[config.mk]
export PLATFORM = sky130hd
export DESIGN_NAME = edge_event_capture_flat
export DESIGN_NICKNAME = d
export VERILOG_FILES = /design/src/rtl/capture_pkg.sv /design/src/rtl/edge_event_capture_if.sv /design/src/rtl/sync_fifo_fwft.sv /design/src/rtl/edge_event_capture.sv /design/src/flat_wrapper.sv
export SDC_FILE = /design/constraint.sdc
export NUM_CORES = 1
export LEC_CHECK = 0
export CAP_MARGIN = 20
export CORE_MARGIN = 2
export CORE_UTILIZATION = 55
export DETAILED_ROUTE_END_ITERATION = 16
export GPL_ROUTABILITY_DRIVEN = 1
export HOLD_SLACK_MARGIN = 0.03
export PLACE_DENSITY = 0.83
export SETUP_SLACK_MARGIN = 0.2
export SYNTH_ARGS = -nofsm -noshare
export SYNTH_HDL_FRONTEND = slang
export SYNTH_SLANG_ARGS = --single-unit
export TNS_END_PERCENT = 10
[constraint.sdc]
create_clock -name clk -period 6.3 [get_ports clk]
set_input_delay 0.63 -clock clk [delete_from_list [all_inputs] [get_ports clk]]
set_output_delay 0.63 -clock clk [all_outputs]
set_load 0.005 [all_outputs]
[src/rtl/capture_pkg.sv]
// Shared types and helpers for the edge event capture block.
// Record layout, vector width and the FIFO level width rule.
package capture_pkg;

    localparam int VEC_W    = 3;
    localparam int TS_W_DEF = 16;

    typedef struct packed {
        logic [VEC_W-1:0]    bits;
        logic [TS_W_DEF-1:0] ts;
    } record_t;

    function automatic int level_w(input int depth);
        return $clog2(depth) + 1;
    endfunction

endpackage

[src/rtl/edge_event_capture_if.sv]
// Record read-out handshake of the edge event capture block.
// The capture block drives the master side, the consumer the slave side.
interface edge_event_capture_if #(
    parameter int TS_W = 16
);
    import capture_pkg::*;

    logic             out_valid;
    logic             out_ready;
    logic [VEC_W-1:0] out_bits;
    logic [TS_W-1:0]  out_time;

    modport master (
        output out_valid,
        output out_bits,
        output out_time,
        input  out_ready
    );

    modport slave (
        input  out_valid,
        input  out_bits,
        input  out_time,
        output out_ready
    );

endinterface

[src/rtl/sync_fifo_fwft.sv]
// First-word-fall-through FIFO with synchronous flush.
// When empty, the output keeps the last record it presented.
module sync_fifo_fwft
    import capture_pkg::*;
#(
    parameter int W     = 19,
    parameter int DEPTH = 4
) (
    input  logic                      clk,
    input  logic                      rst_n,
    input  logic                      clear,
    input  logic                      push,
    input  logic [W-1:0]              din,
    input  logic                      pop,
    output logic [W-1:0]              dout,
    output logic                      full,
    output logic                      empty,
    output logic [level_w(DEPTH)-1:0] level
);

    localparam int AW = $clog2(DEPTH);

    logic [W-1:0] mem [DEPTH];
    logic [AW:0]  wr_ptr;
    logic [AW:0]  rd_ptr;
    logic [W-1:0] last_q;
    logic         do_push;
    logic         do_pop;

    assign level   = wr_ptr - rd_ptr;
    assign empty   = (level == '0);
    assign full    = (level == (AW+1)'(DEPTH));
    assign do_pop  = pop && !empty;
    // A full FIFO still accepts a push when the head leaves at the same edge.
    assign do_push = push && (!full || do_pop);
    assign dout    = empty ? last_q : mem[rd_ptr[AW-1:0]];

    always_ff @(posedge clk or negedge rst_n) begin
        if (!rst_n) begin
            wr_ptr <= '0;
            rd_ptr <= '0;
            last_q <= '0;
        end else if (clear) begin
            wr_ptr <= '0;
            rd_ptr <= '0;
            last_q <= dout;
        end else begin
            if (do_push)
                wr_ptr <= wr_ptr + (AW+1)'(1);
            if (do_pop) begin
                rd_ptr <= rd_ptr + (AW+1)'(1);
                last_q <= dout;
            end
        end
    end

    always_ff @(posedge clk) begin
        if (do_push && !clear)
            mem[wr_ptr[AW-1:0]] <= din;
    end

endmodule

[src/rtl/edge_event_capture.sv]
// Timestamps every change of the {w,x,y} lines into a small FIFO.
// Keeps the free-running time base, the previous sample and overflow.
module edge_event_capture
    import capture_pkg::*;
#(
    parameter int TS_W  = 16,
    parameter int DEPTH = 4
) (
    input  logic                      clk,
    input  logic                      rst_n,
    input  logic [VEC_W-1:0]          in_bits,
    input  logic                      clear,
    edge_event_capture_if.master      rd,
    output logic [level_w(DEPTH)-1:0] level,
    output logic                      overflow
);

    typedef struct packed {
        logic [VEC_W-1:0] bits;
        logic [TS_W-1:0]  ts;
    } rec_t;

    logic [TS_W-1:0]  ts;
    logic [VEC_W-1:0] prev;
    logic             evt;
    logic             full;
    logic             empty;
    rec_t             din;
    rec_t             dout;

    assign evt      = (in_bits != prev);
    assign din.bits = in_bits;
    assign din.ts   = ts;

    always_ff @(posedge clk or negedge rst_n) begin
        if (!rst_n) begin
            ts       <= '0;
            prev     <= '0;
            overflow <= 1'b0;
        end else begin
            prev <= in_bits;
            if (clear) begin
                ts       <= '0;
                overflow <= 1'b0;
            end else begin
                ts <= ts + TS_W'(1);
                if (evt && full && !rd.out_ready)
                    overflow <= 1'b1;
            end
        end
    end

    sync_fifo_fwft #(
        .W     ($bits(rec_t)),
        .DEPTH (DEPTH)
    ) u_fifo (
        .clk   (clk),
        .rst_n (rst_n),
        .clear (clear),
        .push  (evt && !clear),
        .din   (din),
        .pop   (rd.out_ready),
        .dout  (dout),
        .full  (full),
        .empty (empty),
        .level (level)
    );

    assign rd.out_valid = !empty;
    assign rd.out_bits  = dout.bits;
    assign rd.out_time  = dout.ts;

endmodule

[src/flat_wrapper.sv]
// flat-port wrapper written by rule: the top's interface ports become plain ports
module edge_event_capture_flat import capture_pkg::*;
#(
    parameter int TS_W  = 16,
    parameter int DEPTH = 4
)
  (clk, rst_n, in_bits, clear, level, overflow, rd_out_valid, rd_out_bits, rd_out_time, rd_out_ready);
  edge_event_capture_if #(.TS_W(TS_W)) rd_i ();
  input  logic clk;
  input  logic rst_n;
  input  logic [VEC_W-1:0] in_bits;
  input  logic clear;
  output logic [level_w(DEPTH)-1:0] level;
  output logic overflow;
  output wire logic [$bits(rd_i.out_valid)-1:0] rd_out_valid;
  output wire logic [$bits(rd_i.out_bits)-1:0] rd_out_bits;
  output wire logic [$bits(rd_i.out_time)-1:0] rd_out_time;
  input wire logic [$bits(rd_i.out_ready)-1:0] rd_out_ready;
  assign rd_out_valid = rd_i.out_valid;
  assign rd_out_bits = rd_i.out_bits;
  assign rd_out_time = rd_i.out_time;
  assign rd_i.out_ready = rd_out_ready;
  edge_event_capture #(.TS_W(TS_W), .DEPTH(DEPTH)) u_core (.clk(clk), .rst_n(rst_n), .in_bits(in_bits), .clear(clear), .rd(rd_i), .level(level), .overflow(overflow));
endmodule
## Yosys cells after proc, flatten, opt, wreduce, memory -nomap -nowiden

Memories as Yosys holds them, arrays and structs flattened.
Index checks and enable logic that the tools add are counted.

- Reductions and logical operators: 15
- Eq/ne operators: 2
- Multiplexer cells: 12
- $add $sub $neg: 4

Operators with widths:

| operator | number |
|---|---|
| $mux 19 | 3 |
| $add 16x1->16 const B | 1 |
| $mux 16 | 1 |
| $mux 3 | 4 |
| $add 3x1->3 const B | 2 |
| $logic_and 1x1->1 | 6 |
| $reduce_bool 2->1 | 3 |
| $logic_not 1->1 | 4 |
| $mux 1 | 4 |
| $eq 3x3->1 const B | 1 |
| $logic_not 3->1 | 1 |
| $ne 3x3->1 | 1 |
| $sub 3x3->3 | 1 |
| $logic_or 1x1->1 | 1 |

- Logic and storage cells: 40
- Register bits after elaboration: 45
- Memory bits (writable): 76
- Output and inout port bits: 24
- Memories: 1

Memories:

| name | words | bits a word | rd ports | clocked after memory_dff | write ports | line | text |
|---|---|---|---|---|---|---|---|
| u_core.u_fifo.mem | 4 | 19 | 1 | 0 | 1 | sync_fifo_fwft.sv:23 | `logic [W-1:0] mem [DEPTH];` |

## Depth between registers and ports, before layout

Gate-level depths: netlist of run 1.

- Depth after elaboration: 9
- Mapped depth: 9
- Gate-level depth less buffers: 8

## Modules after synthesis

A second synthesis of run 1 with hierarchy kept.

- Cells, all modules: 308
- Area, all modules: 5,248.8 µm²

Modules (own cells, without submodules):

| module | instances | seq. area each (µm²) | area an instance (µm²) | cells an instance |
|---|---|---|---|---|
| sync_fifo_fwft | 1 | 2,907.8 | 4,234.1 | 215 |
| edge_event_capture | 1 | 500.5 | 1,014.7 | 93 |

## Least setup slack after synthesis of run 1

Ideal clock, no wire load.

- Kind: register to register
- Start: register u_core.u_fifo.wr_ptr[0]
- End: memory u_core.u_fifo.mem[3][0] (enable)
- Data required time: 5.881 ns
- Path slack: 3.092 ns
- Stages on the path, launching flop included: 7
- Buffers on the path: 0
- Arrival time: 2.790 ns
- Setup time: 0.419 ns
- Path through: dfrtp_1 inv_1 ha_1 fa_1 nand3b_1 o32ai_1 nor3_1

- Longest elaborated chain between the ends: 9
- Elaborated cells on any way between the ends: 11
- Classes of those cells: add/sub (1); eq/ne (1); mux (2); reduce/logical (7)

Ends and longest elaborated chain:

| item | line | text |
|---|---|---|
| start, declared | sync_fifo_fwft.sv:24 | `logic [AW:0] wr_ptr;` |
| start signal, assigned | sync_fifo_fwft.sv:49 | `wr_ptr <= wr_ptr + (AW+1)'(1);` |
| $sub 3x3->3 | sync_fifo_fwft.sv:30 | `assign level = wr_ptr - rd_ptr;` |
| $logic_not 3->1 | sync_fifo_fwft.sv:31 | `assign empty = (level == '0);` |
| $logic_not 1->1 | sync_fifo_fwft.sv:33 | `assign do_pop = pop && !empty;` |
| $logic_and 1x1->1 | sync_fifo_fwft.sv:33 |  |
| $logic_or 1x1->1 | sync_fifo_fwft.sv:35 | `assign do_push = push && (!full \|\| do_pop);` |
| $logic_and 1x1->1 | sync_fifo_fwft.sv:35 |  |
| $logic_and 1x1->1 | sync_fifo_fwft.sv:58 | `if (do_push && !clear)` |
| $mux 1 | sync_fifo_fwft.sv:58 |  |
| $mux 1 (implied by the code) | sync_fifo_fwft.sv:59 | `mem[wr_ptr[AW-1:0]] <= din;` |
| end, declared | sync_fifo_fwft.sv:23 |  |

Several ways; a longest one is shown, not always the timed one.

## Worst setup path in the final report of run 1

- Start: register u_core.u_fifo.rd_ptr[1]
- End: output port rd_out_bits[2]

- Longest elaborated chain between the ends: 3
- Elaborated cells on any way between the ends: 4
- Classes of those cells: add/sub (1); mux (1); reduce/logical (1); memory (1)

Ends and longest elaborated chain:

| item | line | text |
|---|---|---|
| start, declared | sync_fifo_fwft.sv:25 | `logic [AW:0] rd_ptr;` |
| start signal, assigned | sync_fifo_fwft.sv:51 | `rd_ptr <= rd_ptr + (AW+1)'(1);` |
| $sub 3x3->3 | sync_fifo_fwft.sv:30 |  |
| $logic_not 3->1 | sync_fifo_fwft.sv:31 |  |
| $mux 19 * | sync_fifo_fwft.sv:36 | `assign dout = empty ? last_q : mem[rd_ptr[AW-1:0]];` |
| end, declared | flat_wrapper.sv:16 | `output wire logic [$bits(rd_i.out_bits)-1:0] rd_out_bits;` |

Mark *: on every way between the ends. The rest lies on a longest branch, timed or not.

==> metrics.txt, run 1 <==
outcome=finished, final reports clean; port buffer count=30; largest net degree at the start of global routing=46; Clock Sinks=121; P&R area growth vs syn=19.9%; hold_buf cts=0; Compound-Gate Fraction of Synth Area=1.12%; Skew-Pair Late Insertion Delay=approximately 0.52 ns; CP Max Fanout=22; CP Class=flip-flop to primary output; Syn Nets=between 300 and 400; Final WS setup=2.00 ns; Tcrit/Tclk final=68.3%; Synth Area in Simple Gates=under 10%; post-route cell area=6000 um^2; proportion of layout cells with a drive suffix above 1=27.9%; register area share after synthesis=between 60% and 70%; cts bufs inserted=17; endpoints failing hold=0; Mapped Cells=293; Final Power=3.19 mW; Worst Path Required=approximately 5.7 ns; width of the die=99.4 um; post-CTS setup buffer count=0; # setup viols final=0; routed length per instance=about 19 um; GRT overflow=0; initial DRC count=187; cts repair resizes=0; setup TNS=0 ns; worst path arrival time=approximately 3.7 ns; Initial Util=57.1%; initial antenna violation count=0; Reg clk slew, reported paths=0.06 ns; CP Launch Type=flip-flop; full die area=around 10000 um^2; via count=2585; max-slew violations=0; Lkg Pwr=2.21 nW; worst hold path type=flip-flop to flip-flop; post-DP HPWL=4.74 mm; post-place setup slack=2.56 ns; htree depth=4; max_slew headroom=29.0%; Synthesis Warnings=0; vias in the first global route=approximately 2700; first-pass GRT wire length=14.2 mm; Distinct cells, synth=32; Max Cap Viol=0; DP Area=5400 um^2; CTS tree=done; Final Core Density=68.5%; n_diodes=0; XOR/XNOR Fraction of Synth Area=3.80%; power per cell area=531 nW/um^2; RSZ-0062 raised after global routing=false; Avg Cell Area, Syn=17.1 um^2; synthesized-area fraction occupied by adder cells=2.15%; Die Y-Extent=99.4 um; FP Rows=34; fin crit period=4.30 ns; largest family of logic cells by synthesized area=multiplexers; Nets=350; clk root buf=clkbuf_8; Fmax=232 MHz; routed wire length=8.44 mm; DRC=0; clk buf depth=2; # fillers=about 580; Initial DRT Pass Iterations=4; RePlAce Congestion=0.805; Netlist Area Pre-Place=5010 um^2; mux share of post-synthesis cell area=17.5%; GRT Util Overall=19.5%; maximum vdd drop=between 0.0004 and 0.0005 V; Routed Antenna Nets=0; critical path capture point type=primary output; core area=8760 um^2; Vias/cell=5.67; I/O pins=31; number of synthesized register bits=121; Worst-Margin Slew=1.07 ns; skew final=0.00893 ns
==> per-layer routing <==
metal	vias up	routed length, um	track usage (%)
met2	85	4170	29.6
li1	1185	-	-
met5	-	0	0
met1	1297	3600	26.4
met3	18	510	6.11
met4	0	165	8.64
==> worst max-delay path, stage by stage, from the launching register on <==
cell and delay, ns:
dfrtp_1 0.76, fa_1 0.62, xnor3_2 0.29, nand3_2 0.53
mux2_2 0.50, clkdlybuf4s50_1 0.46
==> metrics by stage <==
step | cells | hold slack [ns]
finish | 456 | 0.501
global route | 456 | 0.519
CTS | 454 | 0.343
detailed placement | 422 | 0.492
global placement | 422 | 0.485
floorplan | 293 | 0.334
==> layout by cell type, fill, tap and decap left out, drive strengths merged, types with 11 or more instances in the layout <==
master,n
clkbuf,17
clkdlybuf4s50,29
dfrtp,45
edfxtp,76
inv,18
mux2,38
mux4,19
nor2,21
xnor2,11
==> sequential cells by signal (all words and copies together), names as in the netlist <==
| name | flops |
|---|---|
| u_core.overflow | 1 |
| u_core.u_fifo.wr_ptr | 3 |
| u_core.ts | 16 |
| u_core.u_fifo.mem | 76 |
| u_core.prev | 3 |
| u_core.u_fifo.rd_ptr | 3 |
| u_core.u_fifo.last_q | 19 |
==> report_power, final <==
group          total [mW]  internal [mW]  leakage (nW)  switching [mW]
combinational        1.17          0.704         0.650           0.461
sequential           1.09           1.02          1.29          0.0741
clock               0.931          0.570         0.275           0.361
==> synthesized netlist by cell type <==
| library cell | n | share of area, % |
|---|---|---|
| nand4_1 | 2 | 0.25 |
| and3_1 | 2 | 0.25 |
| nand2_1 | 4 | 0.30 |
| xor2_1 | 8 | 1.4 |
| or3_2 | 2 | 0.30 |
| nor2_1 | 21 | 1.6 |
| mux2i_1 | 2 | 0.40 |
| nor3_1 | 7 | 0.70 |
| clkbuf_1 | 5 | 0.37 |
| nand3b_1 | 1 | 0.15 |
| xnor2_1 | 11 | 1.9 |
| o211ai_1 | 1 | 0.15 |
| nand3_1 | 7 | 0.70 |
| xnor3_2 | 1 | 0.47 |
| mux2_2 | 38 | 8.5 |
| ha_1 | 7 | 1.7 |
| nor4_1 | 3 | 0.37 |
| o32ai_1 | 1 | 0.17 |
| edfxtp_1 | 76 | 46 |
| mux4_2 | 19 | 8.5 |
| nand3_2 | 1 | 0.20 |
| buf_6 | 2 | 0.45 |
| o21a_1 | 1 | 0.15 |
| nor2b_1 | 1 | 0.13 |
| o21ai_0 | 2 | 0.20 |
| a21oi_1 | 3 | 0.30 |
| dfrtp_1 | 45 | 22 |
| inv_1 | 11 | 0.82 |
| a21o_1 | 1 | 0.15 |
| fa_1 | 1 | 0.40 |
| buf_2 | 4 | 0.40 |
| and2_1 | 3 | 0.37 |
==> cell families after synthesis <==
family / count (synthesis)
xor gates and xnor gates: 20
and+or+nand+nor: 54
DFF: 121
buffers and inverters: 22
AOI/OAI and AO/OA: 9
muxes: 59
adders and majority gates: 8
==> cell type report <==
cell class	count	area, um^2	area share [%]
clock inverters	15	165	2.75
flip-flops and latches	121	3410	56.8
multi-input cells	150	1500	25.0
clock buffers	17	414	6.90
inverters	11	41.3	0.688
well taps	108	135	2.25
repair buffers	34	340	5.67
==> path summary, 6_finish.rpt <==
check / start / endpoint / slack [ns] / cells after the start
setup / recovery: u_core.u_fifo.rd_ptr[1] / rd_out_bits[2] / 2.00 / 5
hold / removal: u_core.u_fifo.last_q[15] / u_core.u_fifo.last_q[15] / 0.50 / 1
setup reg to reg: u_core.u_fifo.rd_ptr[1] / u_core.u_fifo.last_q[2] / 2.72 / 4
hold reg to reg: u_core.u_fifo.last_q[15] / u_core.u_fifo.last_q[15] / 0.50 / 1
max in group asynchronous: rst_n / u_core.u_fifo.last_q[17] / 5.28 / 3
min in group asynchronous: rst_n / u_core.u_fifo.last_q[18] / 0.52 / 2
Power figures use the tool's default switching activity.
==> run 2: changes to the inputs <==
--- a/config.mk
+++ b/config.mk
@@ -7,7 +7,7 @@
 export LEC_CHECK = 0
 export CAP_MARGIN = 20
 export CORE_MARGIN = 2
-export CORE_UTILIZATION = 55
+export CORE_UTILIZATION = 53
 export DETAILED_ROUTE_END_ITERATION = 16
 export GPL_ROUTABILITY_DRIVEN = 1
 export HOLD_SLACK_MARGIN = 0.03
==> constraint.sdc (replaced) <==
create_clock -name clk -period 3.9 [get_ports clk]
set_input_delay 0.39 -clock clk [delete_from_list [all_inputs] [get_ports clk]]
set_output_delay 0.39 -clock clk [all_outputs]
set_load 0.005 [all_outputs]
==> run 2 against run 1 <==
  * Clock skew barely moved
  * Sequential cell count did not move
  * First-iteration DRC count rose by 11%
==> metrics.txt, run 2 (same netlist as run 1, synthesis figures left out) <==
outcome=finished, final reports clean; Top Metal Used=met4; met2 WL=4.83 mm (+16%); RePlAce Congestion=0.797 (-0.99%); Initial Util=54.4% (-2.7 points); DRC=0 (unchanged); power per cell area=864 nW/um^2 (+63%); CP Cell Sequence=inv_1, ha_1, fa_1, xnor3_2, nand3_4, mux2_2, clkdlybuf4s50_1; Routed Antenna Nets=0 (unchanged); clk buf depth=2 (unchanged); I/O pins=31 (unchanged); Initial DRT Pass Iterations=4 (unchanged); Nets=357 (+2.0%); crit-path max cell delay=0.44 ns (-0.32 ns); RSZ-0062 raised after global routing=false; max-slew violations=0 (unchanged); Vias/cell=5.72 (+0.96%); routed length per instance=19.8 um (+7.1%); # setup viols final=0 (unchanged); Reg clk slew, reported paths=0.06 ns (about the same); Reg power frac=33.0% (-1.2 points); initial DRC count=208 (+11%); storage element area=3410 um^2 (unchanged); met1 wire length=3.87 mm (+7.6%); largest net degree at the start of global routing=46 (unchanged); GRT Util Overall=20.7% (+1.2 points); P&R area growth vs syn=22.2%; Tcrit/Tclk final=89.0%; Crit-path slowest cell=clkdlybuf4s50_1; full die area=10200 um^2 (+3.6%); CP Launch Type=flip-flop; CTS tree=done; initial antenna violation count=0 (unchanged); commonest non-fill, non-tap cell in the layout=edfxtp_1; Skew-Pair Late Insertion Delay=0.51 ns (about the same); worst hold path type=input port to asynchronous set/reset pin; post-place setup slack=0.654 ns (-1.90 ns); proportion of layout cells with a drive suffix above 1=27.9% (about the same); htree depth=4 (unchanged); Worst Path Required=3.51 ns (-2.16 ns); Clock Sinks=121 (unchanged); # fillers=627 (+8.7%); n_diodes=0 (unchanged); maximum vdd drop=0.00115 V (+160%); port buffer count=30 (unchanged); routed wire length=9.24 mm (+9.5%); vias in the first global route=2927 (+8.7%); Comb pwr share=37.6% (+1.0 points); post-DP HPWL=5.15 mm (+8.7%); fin crit period=3.47 ns; GRT overflow=0 (unchanged); Clock power frac=29.4% (+0.2 points); post-CTS setup buffer count=0 (unchanged); met3 routed WL=429 um (-16%); Worst-Margin Slew=1.05 ns (-0.0200 ns); Net Sw Power=1.42 mW (+59%); internal power=3.87 mW (+69%); Final WS setup=0.429 ns (-1.57 ns); Sw Share=26.9% (-1.2 points); Multi-input gate area=1510 um^2 (+0.50%); Largest register FFs=76 (unchanged); worst path arrival time=3.08 ns (-0.59 ns); Lkg Pwr=2.28 nW (+3.0%); setup TNS=0 ns (unchanged); Fmax=288 MHz; core area=9200 um^2 (+4.9%); skew final=0.00905 ns (+0.000124 ns); CP Max Fanout=21 (-4.5%); Max Cap Viol=0 (unchanged); endpoints failing hold=0 (unchanged); Die Y-Extent=101 um (+1.8%); width of the die=101 um (+1.8%); FP Rows=35 (+2.9%); critical path capture point type=primary output; clk root buf=clkbuf_8; first-pass GRT wire length=15.1 mm (+6.9%); max_slew headroom=30.3% (+1.3 points); commonest non-fill, non-tap cells in the layout=edfxtp_1 (76), dfrtp_1 (45), mux2_2 (38), clkdlybuf4s50_1 (29), nor2_1 (21); cts bufs inserted=17 (unchanged); CP Class=flip-flop to primary output; via count=2667 (+3.2%)
[run 2: cell count changes in the layout (fill, tap and decap cells not counted)]
cell,delta
nand3_4,+1
clkinvlp_4,-3
clkinv_2,+4
buf_16,+2
bufinv_16,+2
nand3_2,-1
clkinv_4,-2
inv_6,-7
clkinv_1,+3
clkbuf_8,+1
clkbuf_1,+2
buf_4,+5
[run 2: cell type report]
cell class                      count  area share [%]
Clock buffer                       20            7.12
Clock inverter                     12            2.54
Inverter                           11           0.675
Multi-Input combinational cell    150            24.6
Sequential cell                   121            55.7
Tap cell                          111            2.27
Timing Repair Buffer               41            7.07
[run 2: worst paths after layout]
kind                            slack [ns]                       end                      from  cells past startpoint
worst max register to register        0.77  u_core.u_fifo.mem[0][11]   u_core.u_fifo.wr_ptr[0]                      8
min in group clk                      0.47            u_core.prev[2]                in_bits[2]                      1
worst min register to register        0.50  u_core.u_fifo.last_q[15]  u_core.u_fifo.last_q[15]                      1
worst min-delay path                  0.37  u_core.u_fifo.last_q[17]                     rst_n                      2
worst max-delay path                  0.43            rd_out_time[1]   u_core.u_fifo.wr_ptr[0]                      7
max in group asynchronous             3.01              u_core.ts[0]                     rst_n                      3
[run 2: critical path, delay by kind of cell (launching register included)]
| kind | cells | cell delay [ns] |
|---|---|---|
| fa+ha+maj | 2 | 0.60 |
| buf+inv | 2 | 0.55 |
| mux | 1 | 0.40 |
| flops | 1 | 0.37 |
| simple gates | 1 | 0.33 |
| xor+xnor | 1 | 0.30 |
[run 2: what timing repair did]
item                                   in CTS  in global routing
setup endpoints to repair                  19                  0
gates resized for setup                     1                  0
hold buffers                                0                  1
endpoints found under the hold margin       0                 19
[run 2: power groups by stage]
stage | sequential [mW] | clock (mW) | combinational [mW]
global route | 1.77 | 1.64 | 2.16
CTS | 1.75 | 1.58 | 1.99
finish | 1.74 | 1.56 | 1.99
global placement | 1.74 | 0 | 1.92
detailed placement | 1.77 | 0 | 1.96
floorplan | 1.73 | 0 | 1.21
[run 2: through the flow]
step	std cells	power [mW]	util, %	instance area [um^2]	hold WS, ns
2_1_floorplan	293	2.94	-	5010	0.0944
3_3_place_gp	430	3.67	59.1	5440	0.485
3_5_place_dp	430	3.73	59.1	5440	0.492
4_1_cts	462	5.32	65.6	6030	0.0974
5_1_grt	466	5.57	66.5	6120	0.412
6_report	466	5.29	66.5	6120	0.373
[run 2: layer usage]
layer | vias to the layer above | GRT usage (%)
met3 | 13 | 8.28
li1 | 1202 | -
met5 | - | 0
met2 | 78 | 33.2
met1 | 1374 | 25.7
met4 | 0 | 7.90
==> run 3: changes to the inputs <==
--- a/config.mk
+++ b/config.mk
@@ -5,6 +5,7 @@
 export SDC_FILE = /design/constraint.sdc
 export NUM_CORES = 1
 export LEC_CHECK = 0
+export ABC_AREA = 0
 export CAP_MARGIN = 20
 export CORE_MARGIN = 2
 export CORE_UTILIZATION = 53
==> constraint.sdc (replaced) <==
create_clock -name clk -period 3.9 [get_ports clk]
set_input_delay 0.585 -clock clk [delete_from_list [all_inputs] [get_ports clk]]
set_output_delay 0.585 -clock clk [all_outputs]
set_load 0.005 [all_outputs]
==> run 3 against run 2 <==
  * Register-to-register slack better by 0.02 ns
  * Sequential share of layout area fell by 0.091 points
  * Total power increased by 1.6%
  * Critical path depth is the same
  * Final cell count is the same
  * Design area increased by 0.16%
  * Combinational power is 5% higher
  * Clock skew down 0.0021 ns
  * Clock power barely moved
  * Setup slack lost 0.12 ns
  * Sequential cell count unchanged
  * Clock-buffer cell count did not move
==> metrics.txt, run 3 (same netlist as run 1, synthesis figures left out) <==
initial antenna violation count=0 (unchanged); FP Rows=35 (unchanged); Largest register FFs=76 (unchanged); n_diodes=0 (unchanged); fin crit period=3.59 ns (+0.115 ns); skew final=0.00697 ns (-0.00208 ns); full die area=10200 um^2 (unchanged); initial DRC count=155 (-25%); Vias/cell=5.79 (+1.1%); Clock Sinks=121 (unchanged); outcome=finished, final reports clean; Final Core Density=66.7% (+0.11 points); GRT Util Overall=20.7% (unchanged); Skew-Pair Late Insertion Delay=0.51 ns (about the same); I/O pins=31 (unchanged); CP Launch Type=flip-flop; Max Cap Viol=0 (unchanged); commonest non-fill, non-tap cell in the layout=edfxtp_1; Nets=357 (unchanged); setup TNS=0 ns (unchanged); max-slew violations=0 (unchanged); hold_buf cts=0 (unchanged); routed wire length=9.58 mm (+3.6%); P&R area growth vs syn=22.4%; Tcrit/Tclk final=92.0% (+3.0 points); vias in the first global route=2927 (unchanged); clk root buf=clkbuf_8; maximum vdd drop=0.00106 V (-8.4%); endpoints failing hold=0 (unchanged); RSZ-0062 raised after global routing=true; width of the die=101 um (unchanged); # setup viols final=0 (unchanged); critical path capture point type=primary output; Worst-Margin Slew=1.02 ns (-0.0242 ns); Fmax=279 MHz (-3.2%); CP Max Fanout=11 (-48%); # fillers=621 (-0.96%); GRT overflow=0 (unchanged); worst path arrival time=3.00 ns (-0.08 ns); CP Class=flip-flop to primary output; DP Area=5440 um^2 (unchanged); cts bufs inserted=17 (unchanged); CP Cell Sequence=inv_1, ha_1, fa_2, xnor3_2, nand3_4, mux2_2, clkdlybuf4s50_1; post-route cell area=6130 um^2 (+0.16%); port buffer count=30 (unchanged); CTS tree=done; commonest non-fill, non-tap cells in the layout=edfxtp_1 (76), dfrtp_1 (45), mux2_2 (38), clkdlybuf4s50_1 (29), nor2_1 (21); routed length per instance=20.5 um (+3.6%); via count=2697 (+1.1%); Reg clk slew, reported paths=0.06 ns (about the same); crit-path max cell delay=0.44 ns (about the same); clk buf depth=2 (unchanged); Initial DRT Pass Iterations=4 (unchanged); Crit-path slowest cell=clkdlybuf4s50_1; Lkg Pwr=2.28 nW (about the same); largest net degree at the start of global routing=46 (unchanged); RePlAce Congestion=0.797 (unchanged); post-DP HPWL=5.15 mm (unchanged); max_slew headroom=31.9% (+1.6 points); Routed Antenna Nets=0 (unchanged); core area=9200 um^2 (unchanged); proportion of layout cells with a drive suffix above 1=28.5% (+0.56 points); Worst Path Required=3.31 ns (-0.20 ns); Initial Util=54.4% (unchanged); Die Y-Extent=101 um (unchanged); htree depth=4 (unchanged); DRC=0 (unchanged); power per cell area=877 nW/um^2 (+1.5%); worst hold path type=input port to asynchronous set/reset pin; first-pass GRT wire length=15.1 mm (unchanged)
==> run 3: changes by cell type in the layout (fill, tap and decap cells not counted) <==
cell,previous run,this run
dlygate4sd3_1,1,0
fa_1,1,0
fa_2,0,1
nand3_4,1,2
==> run 3: final cells by class <==
| cell class | count | area, um^2 | share of cell area [%] |
|---|---|---|---|
| Tap cell | 111 | 139 | 2.27 |
| Timing Repair Buffer | 40 | 423 | 6.90 |
| Clock inverter | 12 | 155 | 2.53 |
| Clock buffer | 20 | 435 | 7.10 |
| Inverter | 11 | 41.3 | 0.674 |
| Sequential cell | 121 | 3410 | 55.6 |
| Multi-Input combinational cell | 151 | 1530 | 24.9 |
==> run 3: worst paths after layout <==
kind	start	to	slack, ns	cells past startpoint
worst max-delay path	u_core.u_fifo.wr_ptr[0]	rd_out_time[4]	0.31	7
worst min-delay path	rst_n	u_core.u_fifo.last_q[17]	0.03	1
worst max register to register	u_core.u_fifo.wr_ptr[0]	u_core.u_fifo.mem[0][11]	0.79	8
worst min register to register	u_core.u_fifo.last_q[15]	u_core.u_fifo.last_q[15]	0.50	1
max in group asynchronous	rst_n	u_core.ts[0]	3.35	2
min in group clk	u_core.u_fifo.last_q[15]	u_core.u_fifo.last_q[15]	0.50	1
==> run 3: repair_timing <==
item / CTS / global route
endpoints found under the hold margin: 0 / 0
resized for setup: 1 / 2
buffers inserted: 0 / 0
cloned: 0 / 1
setup endpoints to repair: 19 / 19
==> run 3: metrics by stage <==
| step | hold WS [ns] | total power, mW | instances | setup slack [ns] |
|---|---|---|---|---|
| 2_1_floorplan | 0.289 | 2.94 | 293 | 0.692 |
| 3_3_place_gp | 0.485 | 3.67 | 430 | 0.558 |
| 3_5_place_dp | 0.492 | 3.73 | 430 | 0.459 |
| 4_1_cts | 0.292 | 5.32 | 462 | 0.200 |
| 5_1_grt | 0.0446 | 5.65 | 466 | 0.200 |
| 6_report | 0.0329 | 5.38 | 466 | 0.314 |
==> run 3: critical path, delay by kind of cell, from the launching register on <==
kind	cells	cell delay, ns
xor+xnor	1	0.34
flops	1	0.37
fa+ha+maj	2	0.57
mux	1	0.37
buf+inv	2	0.55
simple gates	1	0.26
==> run 3: metal layers <==
layer | track usage (%) | part of all wire, % | wire length [um] | vias to the layer above
li1 | - | - | - | 1200
met1 | 25.7 | 42 | 4060 | 1374
met2 | 33.2 | 51 | 4840 | 110
met3 | 8.28 | 5.2 | 498 | 13
met4 | 7.90 | 1.8 | 172 | 0
met5 | 0 | 0 | 0 | -
==> run 3: where the power goes <==
part | switching, mW | internal (mW)
sequential | 0.0986 | 1.64
clock | 0.518 | 1.04
combinational | 0.873 | 1.20
total | 1.49 | 3.89
